===== config.mk =====
export PLATFORM = sky130hd
export DESIGN_NAME = game_sequencer
export DESIGN_NICKNAME = d
export VERILOG_FILES = /design/src/rtl/game_sequencer.sv
export SDC_FILE = /design/constraint.sdc
export NUM_CORES = 1
export LEC_CHECK = 0
export BUFFER_PORTS_ARGS = -buffer_cell sky130_fd_sc_hd__buf_2
export CORE_MARGIN = 2
export CORE_UTILIZATION = 55
export DETAILED_ROUTE_END_ITERATION = 6
export PLACE_DENSITY = 0.89
export SYNTH_ARGS = -nofsm -noshare
export SYNTH_HDL_FRONTEND = slang
export SYNTH_SLANG_ARGS = --single-unit

===== constraint.sdc =====
create_clock -name clk -period 2.9 [get_ports clk]
set_clock_uncertainty 0.1 [all_clocks]
set_input_delay 0.435 -clock clk [delete_from_list [all_inputs] [get_ports clk]]
set_output_delay 0.435 -clock clk [all_outputs]
set_load 0.01 [all_outputs]

===== src/rtl/game_sequencer.sv =====
// Whack-a-mole game controller: idle, countdown, play and done phases.
// In: sec_tick, start_btn, button_db, rand_in. Out: led_out, score, time_left, disp_value, phase, game_over.
module game_sequencer #(
    parameter int COUNTDOWN_SEC = 5,
    parameter int GAME_SEC      = 30,
    parameter int N_MOLES       = 5
) (
    input  logic               clk,
    input  logic               reset,
    input  logic               sec_tick,
    input  logic               start_btn,
    input  logic [N_MOLES-1:0] button_db,
    input  logic [N_MOLES-1:0] rand_in,
    output logic [N_MOLES-1:0] led_out,
    output logic [7:0]         score,
    output logic [7:0]         time_left,
    output logic [7:0]         disp_value,
    output logic [1:0]         phase,
    output logic               game_over
);

    typedef enum logic [1:0] {
        IDLE      = 2'd0,
        COUNTDOWN = 2'd1,
        PLAY      = 2'd2,
        DONE      = 2'd3
    } state_t;

    localparam logic [7:0] CD_LEN   = 8'(COUNTDOWN_SEC);
    localparam logic [7:0] GAME_LEN = 8'(GAME_SEC);

    state_t             state;
    logic               start_prev;
    logic               start_press;
    logic [N_MOLES-1:0] btn_prev;
    logic [N_MOLES-1:0] btn_press;
    logic               hit;
    logic [7:0]         score_nxt;

    // Previous levels preset to ones so a button held through reset
    // is not seen as a press.
    always_ff @(posedge clk or negedge reset) begin
        if (!reset) begin
            start_prev  <= 1'b1;
            start_press <= 1'b0;
            btn_prev    <= '1;
            btn_press   <= '0;
        end else begin
            start_prev  <= start_btn;
            start_press <= start_btn & ~start_prev;
            btn_prev    <= button_db;
            btn_press   <= button_db & ~btn_prev;
        end
    end

    // Any number of simultaneous hits scores one point; saturate at 255.
    always_comb begin
        hit       = |(btn_press & led_out);
        score_nxt = score;
        if (hit && score != 8'hFF)
            score_nxt = score + 8'd1;
    end

    always_ff @(posedge clk or negedge reset) begin
        if (!reset) begin
            state      <= IDLE;
            led_out    <= '0;
            score      <= 8'd0;
            time_left  <= 8'd0;
            disp_value <= 8'd0;
        end else begin
            case (state)
                IDLE: begin
                    led_out    <= '0;
                    disp_value <= 8'd0;
                    if (start_press) begin
                        state      <= COUNTDOWN;
                        time_left  <= CD_LEN;
                        score      <= 8'd0;
                        disp_value <= CD_LEN;
                    end
                end
                COUNTDOWN: begin
                    led_out    <= '0;
                    disp_value <= time_left;
                    if (sec_tick) begin
                        if (time_left > 8'd1) begin
                            time_left  <= time_left - 8'd1;
                            disp_value <= time_left - 8'd1;
                        end else begin
                            state      <= PLAY;
                            time_left  <= GAME_LEN;
                            led_out    <= rand_in;
                            disp_value <= score;
                        end
                    end
                end
                PLAY: begin
                    // A hit coinciding with a tick is scored against the
                    // old pattern; the new pattern loads unmasked.
                    score      <= score_nxt;
                    disp_value <= score_nxt;
                    if (sec_tick) begin
                        if (time_left > 8'd1) begin
                            time_left <= time_left - 8'd1;
                            led_out   <= rand_in;
                        end else begin
                            state     <= DONE;
                            time_left <= 8'd0;
                            led_out   <= '0;
                        end
                    end else begin
                        led_out <= led_out & ~btn_press;
                    end
                end
                DONE: begin
                    led_out    <= '0;
                    disp_value <= score;
                    if (start_press) begin
                        state      <= COUNTDOWN;
                        time_left  <= CD_LEN;
                        score      <= 8'd0;
                        disp_value <= CD_LEN;
                    end
                end
                default: begin
                    state      <= IDLE;
                    led_out    <= '0;
                    score      <= 8'd0;
                    time_left  <= 8'd0;
                    disp_value <= 8'd0;
                end
            endcase
        end
    end

    assign phase     = state;
    assign game_over = (state == DONE);

endmodule


==> impl_metrics.sql <==
INSERT INTO impl_metrics (metric_group, metric, value, unit) VALUES
('drt', 'drt-initial-drc-count', '305', ''),
('synthesis', 'number_of_nets_produced_by_synthesis', '282', ''),
('layout', 'synth_to_final_area_change', '15.22', '%'),
('clock_network', 'post_cts_resize_count', '0', ''),
('worst_hold_path', 'holdCritStartpoint', 'button_db[3]', ''),
('synthesis', 'synth_cell_type_count', '60', ''),
('worst_setup_path', 'critPathMaxFanout', '11', ''),
('worst_setup_path', 'worst_ep_arrival_time', '2780', 'ps'),
('run', 'max_cap_check_violation_count', '0', ''),
('layout', 'num_antenna_cells', '0', ''),
('synthesis', 'post_synth_inst_count', '261', ''),
('place', 'place_worst_setup_slack', '212.0', 'ps'),
('worst_setup_path', 'top_family_by_delay_on_critical_path', 'simple AND/OR/NAND/NOR gates', ''),
('power', 'pwr-share-clk', '17.9', '%'),
('worst_setup_path', 'timing.critical_path.buf_inv', '0', ''),
('sta', 'max_freq', '369.8', 'MHz'),
('synthesis', 'synth_enable_flop_cells', '0', ''),
('synthesis', 'synth_warnings', '0', ''),
('grt', 'wire_length_of_the_first_global_routing_pass', '10.20', 'mm'),
('synthesis', 'post_synth_main_area_contributors', 'dfrtp_1 38%, dfstp_2 6.5%, ha_1 3.6%, a32o_1 3.3%, o21ai_0 3.3%', ''),
('synthesis', 'async_reset_ff_share', '100.0', '%'),
('worst_setup_path', 'crit_chain', 'or4_1 -> or4_4 -> a211o_1 -> a2111oi_2 -> a211oi_1', ''),
('clock_network', 'clkLatencyLatePin', '300', 'ps'),
('sta', 'slew_headroom', '38.28', '%'),
('clock_network', 'clk_pin_slew_worst_paths', '80', 'ps'),
('sta', 'post_route_setup_tns', '0', 'ps'),
('worst_setup_path', 'critPathMaxStageDelay', '640', 'ps'),
('synthesis', 'yosysSeqAreaShare', '44.36', '%'),
('run_status', 'status', 'finished, final reports clean', ''),
('drt', 'drt-wirelength-per-cell', '17.50', 'um'),
('power', 'combPwrFrac', '51.3', '%'),
('power', 'power.share.switching', '43.81', '%'),
('drt', 'highest-signal-layer', 'met4', ''),
('grt', 'grt_usage', '26.12', '%'),
('floorplan', 'die-area', '4989', 'sq um'),
('power', 'netSwitchingPower', '1.185', 'mW'),
('drt', 'routed_wl', '6.196', 'mm'),
('clock_network', 'cts.sinks', '43', ''),
('worst_setup_path', 'timing.critical_path.to_type', 'flip-flop', ''),
('clock_network', 'tritoncts.num_buffers', '5', ''),
('synthesis', 'synthesized_area_per_cell', '9.358', 'sq um'),
('drt', 'wl_met2', '2.927', 'mm'),
('drt', 'post-route-drc-count', '0', ''),
('floorplan', 'die_width', '70.64', 'um'),
('grt', 'antenna_found_initial', '0', ''),
('worst_hold_path', 'hold_class', 'in -> reg', ''),
('sta', 'final_max_slew_viol_count', '0', ''),
('grt', 'grt_start_max_net_pins', '44', ''),
('synthesis', 'total_of_flip_flops_plus_latches_after_synthesis', '43', ''),
('clock_network', 'root_buffer', 'clkbuf_8', ''),
('floorplan', 'start_util', '56.48', '%'),
('worst_setup_path', 'master_of_the_slowest_instance_on_the_critical_path', 'or4_1', ''),
('power', 'power_density', '961.0', 'nW/um^2'),
('power', 'leakagePower', '1.299', 'nW'),
('synthesis', 'ys.flop_type', 'dfrtp_1', ''),
('floorplan', 'rows', '24', ''),
('synthesis', 'netlist.top_cell.by_area', 'dfrtp_1', ''),
('worst_setup_path', 'worstSetupStartpointType', 'flip-flop', ''),
('power', 'share_seq_of_total_power', '30.8', '%'),
('drt', 'wl_met1', '2.631', 'mm'),
('grt', 'first_global_vias', '2115', ''),
('drt', 'antenna_left', '0', ''),
('floorplan', 'core', '4324', 'sq um'),
('clock_network', 'cts.repair_timing.setup_buffer_count', '0', ''),
('drt', 'drt_pass1_iterations', '5', ''),
('synthesis', 'library_cell_with_the_highest_instance_count_after_synthesis', 'dfrtp_1', ''),
('clock_network', 'postCtsHoldBufs', '0', ''),
('synthesis', 'yosys-top-cells-count', '37 x dfrtp_1, 20 x nand2_1, 17 x nor2_1', ''),
('worst_setup_path', 'critPathKind', 'reg -> reg', ''),
('place', 'dp.final_hpwl', '4.417', 'mm'),
('clock_network', 'clock_tree_from_tritoncts', 'done', '');
==> per-layer routing <==
layer	up-vias	global-route usage, %
li1	1057	-
met1	1098	35.11
met2	130	41.40
met3	14	6.695
met4	0	9.434
met5	-	0
==> worst paths after layout <==
path,to,slack [ps],depth (start not counted)
min in group asynchronous,time_left[1]$_DFFE_PN0P_,160,1
max in group asynchronous,score[0]$_DFFE_PN0P_,1950,1
min reg2reg,btn_press[3]$_DFF_PN0_,390,1
max,disp_value[0]$_DFF_PN0_,200,5
min,btn_prev[3]$_DFF_PN1_,140,1
max reg2reg,disp_value[0]$_DFF_PN0_,200,5
==> power by group through the flow <==
stage,combinational [mW],sequential (mW),clock [mW]
4_1_cts,1.36,0.829,0.489
3_3_place_gp,1.33,0.833,0
2_1_floorplan,0.928,0.859,0
5_1_grt,1.50,0.849,0.520
6_report,1.39,0.833,0.485
3_5_place_dp,1.36,0.840,0
==> kinds of logic after synthesis <==
kind of cell    count (synthesis)  synth area share (%)
simple gates                   91                 20.13
compound gates                 84                 24.74
fa+ha+maj                       7                 3.586
xor+xnor                        1                0.3587
buf+inv                        32                 5.328
mux                             3                 1.485
flops                          43                 44.36
==> area by class of cell <==
cell class              instances  area (sq um)
fillers                       348          1510
multi-input cells             186          1229
flip-flops and latches         43          1084
repair buffers                 50         262.8
clock buffers                   6         82.58
well taps                      52         65.06
inverters                      15         56.30
clock inverters                 2         35.03
==> cell usage in the layout, fill, tap and decap left out, types with 5 or more instances in the layout <==
| cell | synthesis | final |
|---|---|---|
| a21oi_1 | 10 | 10 |
| a31oi_1 | 9 | 9 |
| a32o_1 | 8 | 8 |
| buf_2 | 2 | 45 |
| buf_4 | 0 | 5 |
| clkbuf_8 | 0 | 6 |
| dfrtp_1 | 37 | 37 |
| dfstp_2 | 6 | 6 |
| ha_1 | 7 | 7 |
| inv_1 | 14 | 14 |
| nand2_1 | 20 | 20 |
| nand3_1 | 10 | 10 |
| nor2_1 | 17 | 17 |
| nor2b_1 | 9 | 9 |
| nor3_1 | 6 | 6 |
| o21ai_0 | 16 | 16 |
| o21ai_1 | 5 | 5 |
==> worst register-to-register path, delay by kind of cell, from the launching register on <==
kind,cells,cell delay (ps)
compound gates,3,790
flops,1,430
simple gates,2,1270
==> per-stage QoR <==
stage / utilization, % / cell area [sq um] / power (mW) / instances / hold WS (ps)
after global routing: 65.08 / 2814 / 2.870 / 354 / 117.4
after CTS: 65.08 / 2814 / 2.679 / 354 / 130.1
after global placement: 62.36 / 2696 / 2.162 / 346 / 368.1
final: 65.08 / 2814 / 2.704 / 354 / 137.5
after floorplan: - / 2442 / 1.787 / 261 / 39.41
after detailed placement: 62.36 / 2696 / 2.195 / 346 / 374.9
==> flip-flops by register name, summed over array words and instances, names as in the netlist <==
signal and flops:
start_prev 1, time_left 8, led_out 5, disp_value 8
phase 2, btn_prev 5, btn_press 5, score 8
start_press 1
Power figures use the tool's default switching activity.
